<file path="src/rtl/lcd_window_sched.sv">
// lcd_window_sched: two-requester window scheduler for the 240x135 ST7789 panel.
// Picks a requester, emits CASET/RASET/RAMWR with the panel offsets applied,
// then streams that requester's RGB565 pixels as a D/C-tagged byte stream.
// Build option: define LCD_SCHED_RR_EN for round-robin arbitration;
// otherwise requester 0 always has priority.
//
// state  | meaning
// -------+-----------------------------------------------------------
// IDLE   | arbitrate req_valid, validate window, reject or accept
// CMD    | send 11-entry command/address sequence (index 0..10)
// PIXH   | fetch a pixel from the granted requester, offer high byte
// PIXL   | offer low byte, count the pixel down
// FIN    | done/busy already updated on entry; one-cycle turnaround

module lcd_window_sched #(
    parameter int XOFS   = 40,
    parameter int YOFS   = 53,
    parameter int WIDTH  = 240,
    parameter int HEIGHT = 135
) (
    input  logic        clk,
    input  logic        reset,
    input  logic [1:0]  req_valid,
    input  logic [31:0] req0_win,
    input  logic [31:0] req1_win,
    output logic [1:0]  req_ready,
    input  logic [15:0] pix0_data,
    input  logic [15:0] pix1_data,
    input  logic [1:0]  pix_valid,
    output logic [1:0]  pix_ready,
    output logic        byte_valid,
    input  logic        byte_ready,
    output logic [7:0]  byte_data,
    output logic        byte_dc,
    output logic        busy,
    output logic        grant,
    output logic [1:0]  done,
    output logic [1:0]  err
);

    localparam logic [7:0] CMD_CASET = 8'h2A;
    localparam logic [7:0] CMD_RASET = 8'h2B;
    localparam logic [7:0] CMD_RAMWR = 8'h2C;
    localparam logic [3:0] IDX_LAST  = 4'd10;

    localparam logic [8:0] XOFS_L   = 9'(XOFS);
    localparam logic [8:0] YOFS_L   = 9'(YOFS);
    localparam logic [8:0] WIDTH_L  = 9'(WIDTH);
    localparam logic [8:0] HEIGHT_L = 9'(HEIGHT);

    typedef enum logic [2:0] {
        S_IDLE,
        S_CMD,
        S_PIXH,
        S_PIXL,
        S_FIN
    } state_t;

    state_t      state;
    logic [3:0]  idx;
    logic [14:0] cnt;
    logic [31:0] win_q;
    logic [7:0]  pix_lo;

    logic        sel;
    logic [31:0] sel_win;
    logic        win_ok;
    logic [8:0]  span_x;
    logic [8:0]  span_y;
    logic [14:0] npix;

    logic [3:0]  idx_nxt;
    logic [8:0]  xs0, xs1, ys0, ys1;
    logic [7:0]  cmd_nxt;
    logic        cmd_dc_nxt;

    logic [15:0] cur_pix;
    logic        cur_pv;

`ifdef LCD_SCHED_RR_EN
    logic        last_grant;

    // Round-robin: on contention the requester not served last wins.
    always_comb begin
        sel = 1'b0;
        if (req_valid == 2'b11) begin
            sel = ~last_grant;
        end else begin
            sel = ~req_valid[0];
        end
    end
`else
    // Fixed priority: requester 0 wins whenever it is asking.
    always_comb begin
        sel = 1'b0;
        if (!req_valid[0]) begin
            sel = 1'b1;
        end
    end
`endif

    assign sel_win = sel ? req1_win : req0_win;

    // Window must be non-empty and inside the visible area.
    assign win_ok = (sel_win[31:24] <= sel_win[15:8]) &&
                    ({1'b0, sel_win[15:8]} < WIDTH_L) &&
                    (sel_win[23:16] <= sel_win[7:0]) &&
                    ({1'b0, sel_win[7:0]} < HEIGHT_L);

    // Pixel count fits 15 bits for the largest legal window (240*135).
    assign span_x = {1'b0, sel_win[15:8]} - {1'b0, sel_win[31:24]} + 9'd1;
    assign span_y = {1'b0, sel_win[7:0]} - {1'b0, sel_win[23:16]} + 9'd1;
    assign npix   = {6'd0, span_x} * {6'd0, span_y};

    // Panel-offset coordinates, 9-bit sums zero-extended to 16 on the wire.
    assign xs0 = {1'b0, win_q[31:24]} + XOFS_L;
    assign ys0 = {1'b0, win_q[23:16]} + YOFS_L;
    assign xs1 = {1'b0, win_q[15:8]} + XOFS_L;
    assign ys1 = {1'b0, win_q[7:0]} + YOFS_L;

    assign idx_nxt = idx + 4'd1;

    // Next entry of the command sequence, looked up one step ahead so a new
    // byte is ready the cycle after each accept.
    always_comb begin
        cmd_nxt    = 8'h00;
        cmd_dc_nxt = 1'b1;
        case (idx_nxt)
            4'd0:    begin cmd_nxt = CMD_CASET; cmd_dc_nxt = 1'b0; end
            4'd1:    cmd_nxt = {7'd0, xs0[8]};
            4'd2:    cmd_nxt = xs0[7:0];
            4'd3:    cmd_nxt = {7'd0, xs1[8]};
            4'd4:    cmd_nxt = xs1[7:0];
            4'd5:    begin cmd_nxt = CMD_RASET; cmd_dc_nxt = 1'b0; end
            4'd6:    cmd_nxt = {7'd0, ys0[8]};
            4'd7:    cmd_nxt = ys0[7:0];
            4'd8:    cmd_nxt = {7'd0, ys1[8]};
            4'd9:    cmd_nxt = ys1[7:0];
            4'd10:   begin cmd_nxt = CMD_RAMWR; cmd_dc_nxt = 1'b0; end
            default: cmd_nxt = 8'h00;
        endcase
    end

    assign cur_pix = grant ? pix1_data : pix0_data;
    assign cur_pv  = pix_valid[grant];

    // Main sequencer: arbitration, command sequence and pixel streaming.
    always_ff @(posedge clk or posedge reset) begin
        if (reset) begin
            state      <= S_IDLE;
            idx        <= 4'd0;
            cnt        <= 15'd0;
            win_q      <= 32'd0;
            pix_lo     <= 8'h00;
            req_ready  <= 2'b00;
            pix_ready  <= 2'b00;
            byte_valid <= 1'b0;
            byte_data  <= 8'h00;
            byte_dc    <= 1'b0;
            busy       <= 1'b0;
            grant      <= 1'b0;
            done       <= 2'b00;
            err        <= 2'b00;
`ifdef LCD_SCHED_RR_EN
            last_grant <= 1'b1;
`endif
        end else begin
            req_ready <= 2'b00;
            pix_ready <= 2'b00;
            done      <= 2'b00;
            err       <= 2'b00;
            case (state)
                S_IDLE: begin
                    // Skip the cycle right after an accept pulse so a
                    // requester still holding req_valid is not seen twice.
                    if (req_valid != 2'b00 && req_ready == 2'b00) begin
                        req_ready[sel] <= 1'b1;
                        if (!win_ok) begin
                            err[sel] <= 1'b1;
                        end else begin
                            win_q      <= sel_win;
                            cnt        <= npix;
                            grant      <= sel;
                            busy       <= 1'b1;
                            idx        <= 4'd0;
                            byte_valid <= 1'b1;
                            byte_data  <= CMD_CASET;
                            byte_dc    <= 1'b0;
                            state      <= S_CMD;
`ifdef LCD_SCHED_RR_EN
                            last_grant <= sel;
`endif
                        end
                    end
                end
                S_CMD: begin
                    if (byte_valid && byte_ready) begin
                        if (idx == IDX_LAST) begin
                            idx        <= 4'd0;
                            byte_valid <= 1'b0;
                            state      <= S_PIXH;
                        end else begin
                            idx       <= idx_nxt;
                            byte_data <= cmd_nxt;
                            byte_dc   <= cmd_dc_nxt;
                        end
                    end
                end
                S_PIXH: begin
                    if (!byte_valid) begin
                        if (cur_pv) begin
                            pix_ready[grant] <= 1'b1;
                            pix_lo           <= cur_pix[7:0];
                            byte_data        <= cur_pix[15:8];
                            byte_dc          <= 1'b1;
                            byte_valid       <= 1'b1;
                        end
                    end else if (byte_ready) begin
                        byte_data <= pix_lo;
                        state     <= S_PIXL;
                    end
                end
                S_PIXL: begin
                    if (byte_valid && byte_ready) begin
                        cnt <= cnt - 15'd1;
                        if (cnt == 15'd1) begin
                            byte_valid  <= 1'b0;
                            done[grant] <= 1'b1;
                            busy        <= 1'b0;
                            state       <= S_FIN;
                        end else begin
                            state <= S_PIXH;
                            // Fetch the next pixel straight away when it is
                            // already waiting, avoiding a bubble per pixel.
                            if (cur_pv) begin
                                pix_ready[grant] <= 1'b1;
                                pix_lo           <= cur_pix[7:0];
                                byte_data        <= cur_pix[15:8];
                                byte_dc          <= 1'b1;
                            end else begin
                                byte_valid <= 1'b0;
                            end
                        end
                    end
                end
                S_FIN: begin
                    state <= S_IDLE;
                end
                default: begin
                    state <= S_IDLE;
                end
            endcase
        end
    end

endmodule

</file>
<file path="config.mk">
export PLATFORM = sky130hd
export DESIGN_NAME = lcd_window_sched
export DESIGN_NICKNAME = d
export VERILOG_FILES = /design/src/rtl/lcd_window_sched.sv
export SDC_FILE = /design/constraint.sdc
export NUM_CORES = 1
export LEC_CHECK = 0
export CAP_MARGIN = 20
export CORE_UTILIZATION = 40
export DETAILED_ROUTE_END_ITERATION = 7
export PLACE_DENSITY = 0.7
export SYNTH_ARGS = -nofsm -noshare
export SYNTH_HDL_FRONTEND = slang
export SYNTH_SLANG_ARGS = --single-unit
</file>
<file path="constraint.sdc">
create_clock -name clk -period 3.9 [get_ports clk]
set_input_delay 0.975 -clock clk [delete_from_list [all_inputs] [get_ports clk]]
set_output_delay 0.975 -clock clk [all_outputs]
set_load 0.005 [all_outputs]
</file>
==> results of run 1 <==
## state kept, by name (all words and copies together) (netlist names)
signal	flops
busy	1
byte_data	8
byte_dc	1
byte_valid	1
cnt	15
done	2
err	2
grant	1
idx	4
pix_lo	8
pix_ready	2
req_ready	2
state	3
win_q	32
## critical path, delay by kind of cell
family / cells / cell delay (ns)
AO/OA/AOI/OAI: 8 / 1.19
XOR/XNOR: 4 / 0.72
adder cells (fa/ha/maj): 8 / 3.09
buffers and inverters: 6 / 0.46
multiplexers: 1 / 0.34
AND/OR/NAND/NOR: 2 / 0.30
## final timing paths
kind / end / cells after the start / start / slack, ns
setup / recovery: cnt[14] / 29 / req_valid[0] / -2.90
hold / removal: busy / 2 / busy / 0.48
setup reg to reg: cnt[10] / 6 / state[0] / 1.22
hold reg to reg: busy / 2 / busy / 0.48
max in group asynchronous: win_q[1] / 3 / reset / 2.17
min in group asynchronous: pix_lo[1] / 2 / reset / 1.02
## routing by layer
layer	vias to the layer above	routed length [um]
met5	-	0
met4	0	716
met3	40	1240
met2	216	13500
met1	4117	12000
li1	4097	-
## cell families (layout without fill, tap and decap cells)
logic type	count (synthesis)	count (layout)	share of synthesized area
and+or+nand+nor	314	314	0.167
AOI/OAI and AO/OA	223	223	0.166
buffers and inverters	166	472	0.0753
adders and majority gates	135	135	0.233
DFF	82	82	0.230
muxes	59	59	0.0747
xor gates and xnor gates	53	53	0.0536
other	0	1	0
## cell usage in the layout (no fill, tap or decap), types with 7 or more instances in the layout
master           count
nor2_1              92
nand4_1              7
xnor2_1             23
a21o_1              10
xnor2_2              7
dlygate4sd2_1       15
a21oi_2             16
clkbuf_16            9
fa_1                45
nand2b_1            17
dfrtp_1             82
o22ai_1             13
a211oi_1            11
xor2_1              14
buf_12               9
nand2_2              8
nor2b_1             13
and2_1              13
mux2i_2              7
o21ai_0             52
mux2_4              11
nand2_1             90
inv_1              113
a21oi_1             39
inv_2               18
buf_4              177
buf_6               13
mux2i_1             28
mux2i_4              8
ha_4                24
ha_1                58
nand3_1             18
clkdlybuf4s50_1    105
nor3_1              11
## cell type report
cell class,instances,area share
clock inverters,5,0.00646
well taps,280,0.0266
inverters,134,0.0386
repair buffers,322,0.220
multi-input cells,784,0.534
flip-flops and latches,82,0.156
diodes,1,0.000190
clock buffers,11,0.0192
## stage by stage
stage | TNS [ns] | hold WS, ns
floorplan | -28.20 | 0.449
global placement | -33.70 | 0.464
detailed placement | -35.63 | 0.476
CTS | -25.56 | 0.492
global route | -28.09 | 0.519
finish | -25.82 | 0.485
## what timing repair did
| action | in CTS | in global routing |
|---|---|---|
| endpoints found under the setup margin | 13 | 12 |
| buffers inserted | 24 | 4 |
| pin swaps | 63 | 42 |
| hold buffers | 0 | 0 |
| gates resized for setup | 105 | 38 |
| gates cloned | 1 | 0 |
==> flow_summary.json, run 1 <==
{
  "outcome": "complete, but fails checks",
  "violations": "negative setup slack",
  "first_iter_violations": 410,
  "synth.ff_latch_count": 82,
  "rsz0062_at_grt": "true",
  "grt_usage": 0.248,
  "yosysSeqAreaShare": 0.230,
  "avgSynthCellArea_um2": 8.63,
  "ys_warn_count": 0,
  "initial_utilization": 0.408,
  "crit_type": "in2reg",
  "skew_ns": 0.0105,
  "use_met3": 0.0175,
  "synth_most_common_cell": "inv_1",
  "drv_cap": 0,
  "hold_class": "reg2reg",
  "grt_pass1_vias": 8718,
  "clk_pin_slew_ns": 0.06,
  "slew_headroom": 0.510,
  "vias": 8470,
  "core_um2": 21800,
  "stdcell_count": 1619,
  "syn_inst": 1032,
  "ys_top_cells_by_count": "inv_1, nand2_1, nor2_1, ha_1, dfrtp_1",
  "end_kind": "flip-flop",
  "tightestPinTransition_ns": 0.735,
  "synth_nets": 1270,
  "cp_data_arrival_time_ns": 7.07,
  "ant_nets": 0,
  "first_pass_iters": 5,
  "die_area_um2": 22900,
  "area_delta_synth_final_pct": 47.9,
  "cts_tree": "done",
  "dpl-instance-area_um2": 12000,
  "synth_edf_count": 0,
  "crit_top_cell": "fa_1",
  "ys_top_cells_by_area": "dfrtp_1, ha_1, fa_1",
  "worstPathMaxFanout": 7,
  "post-route-period-util": 1.74,
  "cp-start-kind": "input port",
  "clk_latency_ns": 0.35,
  "die_y_um": 151,
  "final_area_um2": 13200,
  "numPlacedInstances": 1577,
  "synth_flop_cell": "dfrtp_1",
  "antenna_found_initial": 1,
  "boundaryPins": 123,
  "port_buffers": 122,
  "setup_viol": 12,
  "regArea_um2": 2050,
  "grt_pass1_wl_um": 44100,
  "final_util": 0.604,
  "max_stage_delay_ns": 0.56,
  "synthDistinctLibCells": 79,
  "wirelength_um": 27500,
  "clockBufferDepth": 2,
  "nNetsFinal": 1571,
  "grt-busiest-layer": "met2",
  "synth-async-reset-ratio": 1.00,
  "grt-ovfl-total": 0,
  "post-route-min-period_ns": 6.80,
  "finalWorstSetupSlack_ns": -2.90,
  "slew_violations": 0,
  "met2_usage": 0.440,
  "vias_per_cell": 5.23,
  "drc_errors": 0,
  "fp.dieW_um": 151,
  "fp-row-count": 54,
  "multiInputGateArea_um2": 7030,
  "fill_cells": 1797,
  "use_met1": 0.319,
  "cts_max_level": 3,
  "wl_per_cell_um": 17.0,
  "cts_buffers": 9,
  "finalHoldViolCount": 0,
  "pre_cts_slack_ns": -3.53,
  "yosysTopAreaCellShare": 0.230,
  "fmax_mhz": 147,
  "crit_required_ns": 4.18,
  "cp_slowest_cell": "fa_1",
  "dp.final_hpwl_um": 21700,
  "ctsRootBufferMaster": "clkbuf_16",
  "final_layout_size_suffix_gt1_frac": 0.294,
  "yosysTopAreaCell": "dfrtp_1",
  "grt_max_degree": 52,
  "cts.sinks": 82,
  "syn_area_um2": 8910,
  "place_congestion": 0.923
}
Power of run 1 is not shown: default switching activity piles up to over one toggle a cycle in this logic, so the estimate is an artifact.
==> run 2, diff against run 1 <==
Settings changed: CELL_PAD_IN_SITES_DETAIL_PLACEMENT set to 0, CELL_PAD_IN_SITES_GLOBAL_PLACEMENT set to 1, PLACE_DENSITY 0.7 to 0.87.
==> run 2 against run 1 <==
Effect of this change: the run still ends with negative setup slack left; non-clock buffer count is the same; sequential share of layout area shrank 0.17 points; utilization grew 0.65 points; register-to-register slack is essentially flat; highest routed layer unchanged.
==> flow_summary.json, run 2 (synthesis gave the netlist of run 1 again) <==
{
  "fmax_mhz": 146,
  "dp.final_hpwl_um": 21500,
  "setup_viol": 12,
  "area_delta_synth_final_pct": 49.5,
  "drv_cap": 0,
  "numPlacedInstances": 1571,
  "slew_violations": 0,
  "die_area_um2": 22900,
  "hold_class": "reg2reg",
  "grt_usage": 0.249,
  "critPathBufInv": 7,
  "clk_pin_slew_ns": 0.06,
  "cp-start-kind": "input port",
  "initial_utilization": 0.408,
  "worstPathMaxFanout": 6,
  "multiInputGateArea_um2": 7140,
  "slew_headroom": 0.464,
  "clockBufferDepth": 2,
  "ctsRootBufferMaster": "clkbuf_16",
  "holdBufCountCts": 0,
  "ant_nets": 0,
  "end_kind": "flip-flop",
  "place_congestion": 0.875,
  "fp-row-count": 54,
  "cts_buffers": 9,
  "crit_required_ns": 4.18,
  "die_y_um": 151,
  "layout_common_cells": "buf_4, inv_1, clkdlybuf4s50_1, nor2_1, nand2_1",
  "antenna_found_initial": 0,
  "outcome": "complete, but fails checks",
  "cp_top_family": "adder cells",
  "finalHoldViolCount": 0,
  "stdcell_count": 1618,
  "final_layout_size_suffix_gt1_frac": 0.294,
  "cts.sinks": 82,
  "post-route-period-util": 1.75,
  "boundaryPins": 123,
  "first_pass_iters": 6,
  "grt_pass1_vias": 8391,
  "grt_max_degree": 47,
  "violations": "negative setup slack",
  "crit_type": "in2reg",
  "vias": 8620,
  "wirelength_um": 28100,
  "wl_per_cell_um": 17.4,
  "post-route-min-period_ns": 6.83,
  "drc_errors": 0,
  "cp_slowest_cell": "fa_1",
  "finalWorstSetupSlack_ns": -2.93,
  "cts_max_level": 3,
  "final_common_cell": "buf_4",
  "grt_pass1_wl_um": 43500,
  "first_iter_violations": 533,
  "max_stage_delay_ns": 0.52,
  "port_buffers": 122,
  "largest_reg_flops": 32,
  "nNetsFinal": 1571,
  "fill_cells": 1777,
  "cp_data_arrival_time_ns": 7.10,
  "final_util": 0.610,
  "tightestPinTransition_ns": 0.803,
  "cts_tree": "done",
  "n_antenna_cell": 0,
  "regArea_um2": 2050,
  "fp.dieW_um": 151,
  "grt-ovfl-total": 0,
  "vias_per_cell": 5.33,
  "largest_register": "win_q",
  "core_um2": 21800,
  "clk_latency_ns": 0.35,
  "rsz0062_at_grt": "true",
  "skew_ns": 0.0120,
  "top_regs": "win_q x32, cnt x15"
}
-- run 2: changes by cell type in the layout (fill, tap and decap cells not counted), sizes merged --
cell | before | now
buf | 201 | 200
clkinvlp | 1 | 2
diode | 1 | 0
clkbuf | 11 | 10
clkdlybuf4s15 | 0 | 1
bufbuf | 0 | 1
dlymetal6s2s | 1 | 0
-- run 2: path summary, 6_finish.rpt --
path	from	endpoint	slack, ns	cells after the start
max	req_valid[0]	cnt[14]	-2.93	30
min	busy	busy	0.50	2
max reg2reg	state[0]	cnt[10]	1.23	6
min reg2reg	busy	busy	0.50	2
max in group asynchronous	reset	cnt[2]	2.14	3
min in group asynchronous	reset	win_q[4]	1.09	2
-- run 2: routing by layer --
layer	track usage	routed length (um)	vias up
met5	0	0	-
met4	0.0710	637	0
met3	0.0349	1700	46
met2	0.418	13600	288
met1	0.331	12200	4175
li1	-	-	4111
-- run 2: final cells by class --
class	instances	share of cell area
flip-flops and latches	82	0.154
well taps	280	0.0263
repair buffers	322	0.221
inverters	134	0.0380
clock inverters	6	0.00667
multi-input cells	784	0.536
clock buffers	10	0.0179
-- run 2: worst min-delay path, cell delays in order (launching register included) --
cell and delay (ns):
dfrtp_1 0.35, nand2_1 0.05, nand2_1 0.07
-- run 2: what timing repair did --
item	4_1_cts	5_1_grt
pin swaps	75	51
resized for setup	111	47
setup buffers	19	13
cloned	1	0
setup endpoints to repair	13	15
-- run 2: metrics by stage --
stage	hold WS (ns)	TNS (ns)	area [um2]	setup WS, ns
finish	0.498	-26.78	13300	-2.93
floorplan	0.449	-28.20	9260	-3.30
CTS	0.506	-24.75	13000	-2.86
global placement	0.467	-33.38	12000	-3.39
global route	0.520	-29.09	13300	-3.22
detailed placement	0.491	-35.86	12000	-3.52
Power of run 2 is left out for the same reason.
==> run 3, diff against run 2 <==
Settings changed: PLACE_DENSITY 0.87 to unset, PLACE_DENSITY_LB_ADDON set to 0.2.
==> run 3 against run 2 <==
Effect of this change: the run still ends with negative setup slack left; count of clock-buffer cells in the layout fell by 1; die area is the same; hold slack worse by 0.019 ns; critical path type unchanged; critical endpoint unchanged; highest routed layer unchanged.
==> flow_summary.json, run 3 (synthesis gave the netlist of run 1 again) <==
{
  "cp-start-kind": "input port",
  "cts_tree": "done",
  "finalWorstSetupSlack_ns": -2.93,
  "final_layout_size_suffix_gt1_frac": 0.295,
  "slew_headroom": 0.458,
  "pre_cts_slack_ns": -3.52,
  "tightestPinTransition_ns": 0.811,
  "largest_reg_flops": 32,
  "wl_per_cell_um": 17.0,
  "clk_pin_slew_ns": 0.07,
  "hold_path_startpoint": "busy",
  "largest_register": "win_q",
  "cp_data_arrival_time_ns": 7.11,
  "final_common_cell": "buf_4",
  "post-route-period-util": 1.75,
  "cp_slowest_cell": "fa_1",
  "outcome": "complete, but fails checks",
  "boundaryPins": 123,
  "end_kind": "flip-flop",
  "whs_path_depth": 2,
  "setup_viol": 12,
  "post-route-min-period_ns": 6.83,
  "grt_pass1_vias": 8502,
  "reg2reg_from": "idx[0]",
  "holdBufCountCts": 0,
  "place_congestion": 0.902,
  "ant_nets": 0,
  "core_um2": 21800,
  "clockBufferDepth": 2,
  "critPathBufInv": 6,
  "rsz0062_at_grt": "true",
  "min_to": "busy",
  "drc_errors": 0,
  "reg2reg_depth": 8,
  "grt-ovfl-total": 0,
  "crit_type": "in2reg",
  "fmax_mhz": 146,
  "worstPathMaxFanout": 6,
  "fp.dieW_um": 151,
  "cp_top_family": "adder cells",
  "drv_cap": 0,
  "n_antenna_cell": 0,
  "stdcell_count": 1621,
  "violations": "negative setup slack",
  "antenna_found_initial": 0,
  "dp.final_hpwl_um": 22500,
  "grt_usage": 0.254,
  "layout_common_cells": "buf_4, inv_1, clkdlybuf4s50_1, nand2_1, nor2_1",
  "grt_pass1_wl_um": 44100,
  "vias": 8358,
  "crit_top_cell": "fa_1",
  "finalHoldViolCount": 0,
  "cts.sinks": 82,
  "first_iter_violations": 388,
  "numPlacedInstances": 1570,
  "die_area_um2": 22900,
  "whs_ns": 0.479,
  "area_delta_synth_final_pct": 47.5,
  "final_util": 0.602,
  "fp-row-count": 54,
  "vias_per_cell": 5.16,
  "initial_utilization": 0.408,
  "rrSetupSlack_ns": 1.19,
  "slew_violations": 0,
  "cts_max_level": 3,
  "wirelength_um": 27600,
  "nNetsFinal": 1574,
  "port_buffers": 122,
  "grt_max_degree": 47,
  "cts_buffers": 9,
  "r2r-end": "byte_data[1]",
  "top_regs": "win_q x32, cnt x15",
  "die_y_um": 151,
  "clk_latency_ns": 0.34,
  "skew_ns": 0.0103,
  "hold_class": "reg2reg",
  "crit_required_ns": 4.18,
  "ctsRootBufferMaster": "clkbuf_16",
  "first_pass_iters": 6,
  "max_stage_delay_ns": 0.55
}
==> run 3: cell count changes in the layout (fill, tap and decap cells not counted), moves of 3 or more <==
cell	delta
ha_1	+6
mux2i_2	-3
buf_6	-4
ha_4	-5
fa_1	-3
clkdlybuf4s50_1	-5
inv_1	-5
a21oi_2	+3
dlymetal6s2s_1	+3
fa_2	+3
buf_4	+12
buf_12	-5
dlygate4sd2_1	+3
inv_2	+6
==> run 3: layout make-up <==
cell class	count	area (um2)
fillers	1904	8680
multi-input cells	784	7050
repair buffers	325	2900
flip-flops and latches	82	2050
inverters	134	504
well taps	280	350
clock buffers	9	225
clock inverters	7	63.8
==> run 3: tightest hold or removal path, delay by kind of cell (launching register included) <==
family	cells	cell delay [ns]
flip-flops	1	0.34
AND/OR/NAND/NOR	2	0.11
==> run 3: timing repair <==
item	4_1_cts	5_1_grt
gates resized for setup	100	51
setup endpoints to repair	13	13
cloned	1	0
setup buffers	26	15
hold endpoints to repair	0	0
pin swaps	60	58
==> run 3: how the worst max path moves through the flow <==
stage | startpoint | endpoint | slack [ns] | depth (start not counted)
floorplan | req_valid[0] | cnt[14] | -3.30 | 31
global placement | req1_win[2] | cnt[14] | -3.41 | 27
detailed placement | req1_win[2] | cnt[14] | -3.52 | 27
CTS | req1_win[3] | cnt[14] | -2.91 | 28
global route | req_valid[0] | cnt[14] | -3.15 | 29
finish | req_valid[0] | cnt[14] | -2.93 | 29
==> run 3: through the flow <==
stage,setup TNS (ns),area [um2]
floorplan,-28.20,9260
global placement,-36.38,11900
detailed placement,-37.40,11900
CTS,-25.20,12800
global route,-27.49,13100
finish,-25.32,13100
==> run 3: per-layer routing <==
metal | vias to the layer above | GRT usage | part of all wire
li1 | 4124 | - | -
met2 | 176 | 0.421 | 0.47
met1 | 4012 | 0.340 | 0.47
met5 | - | 0 | 0
met4 | 0 | 0.0800 | 0.028
met3 | 46 | 0.0337 | 0.039
Power of run 3 is left out for the same reason.
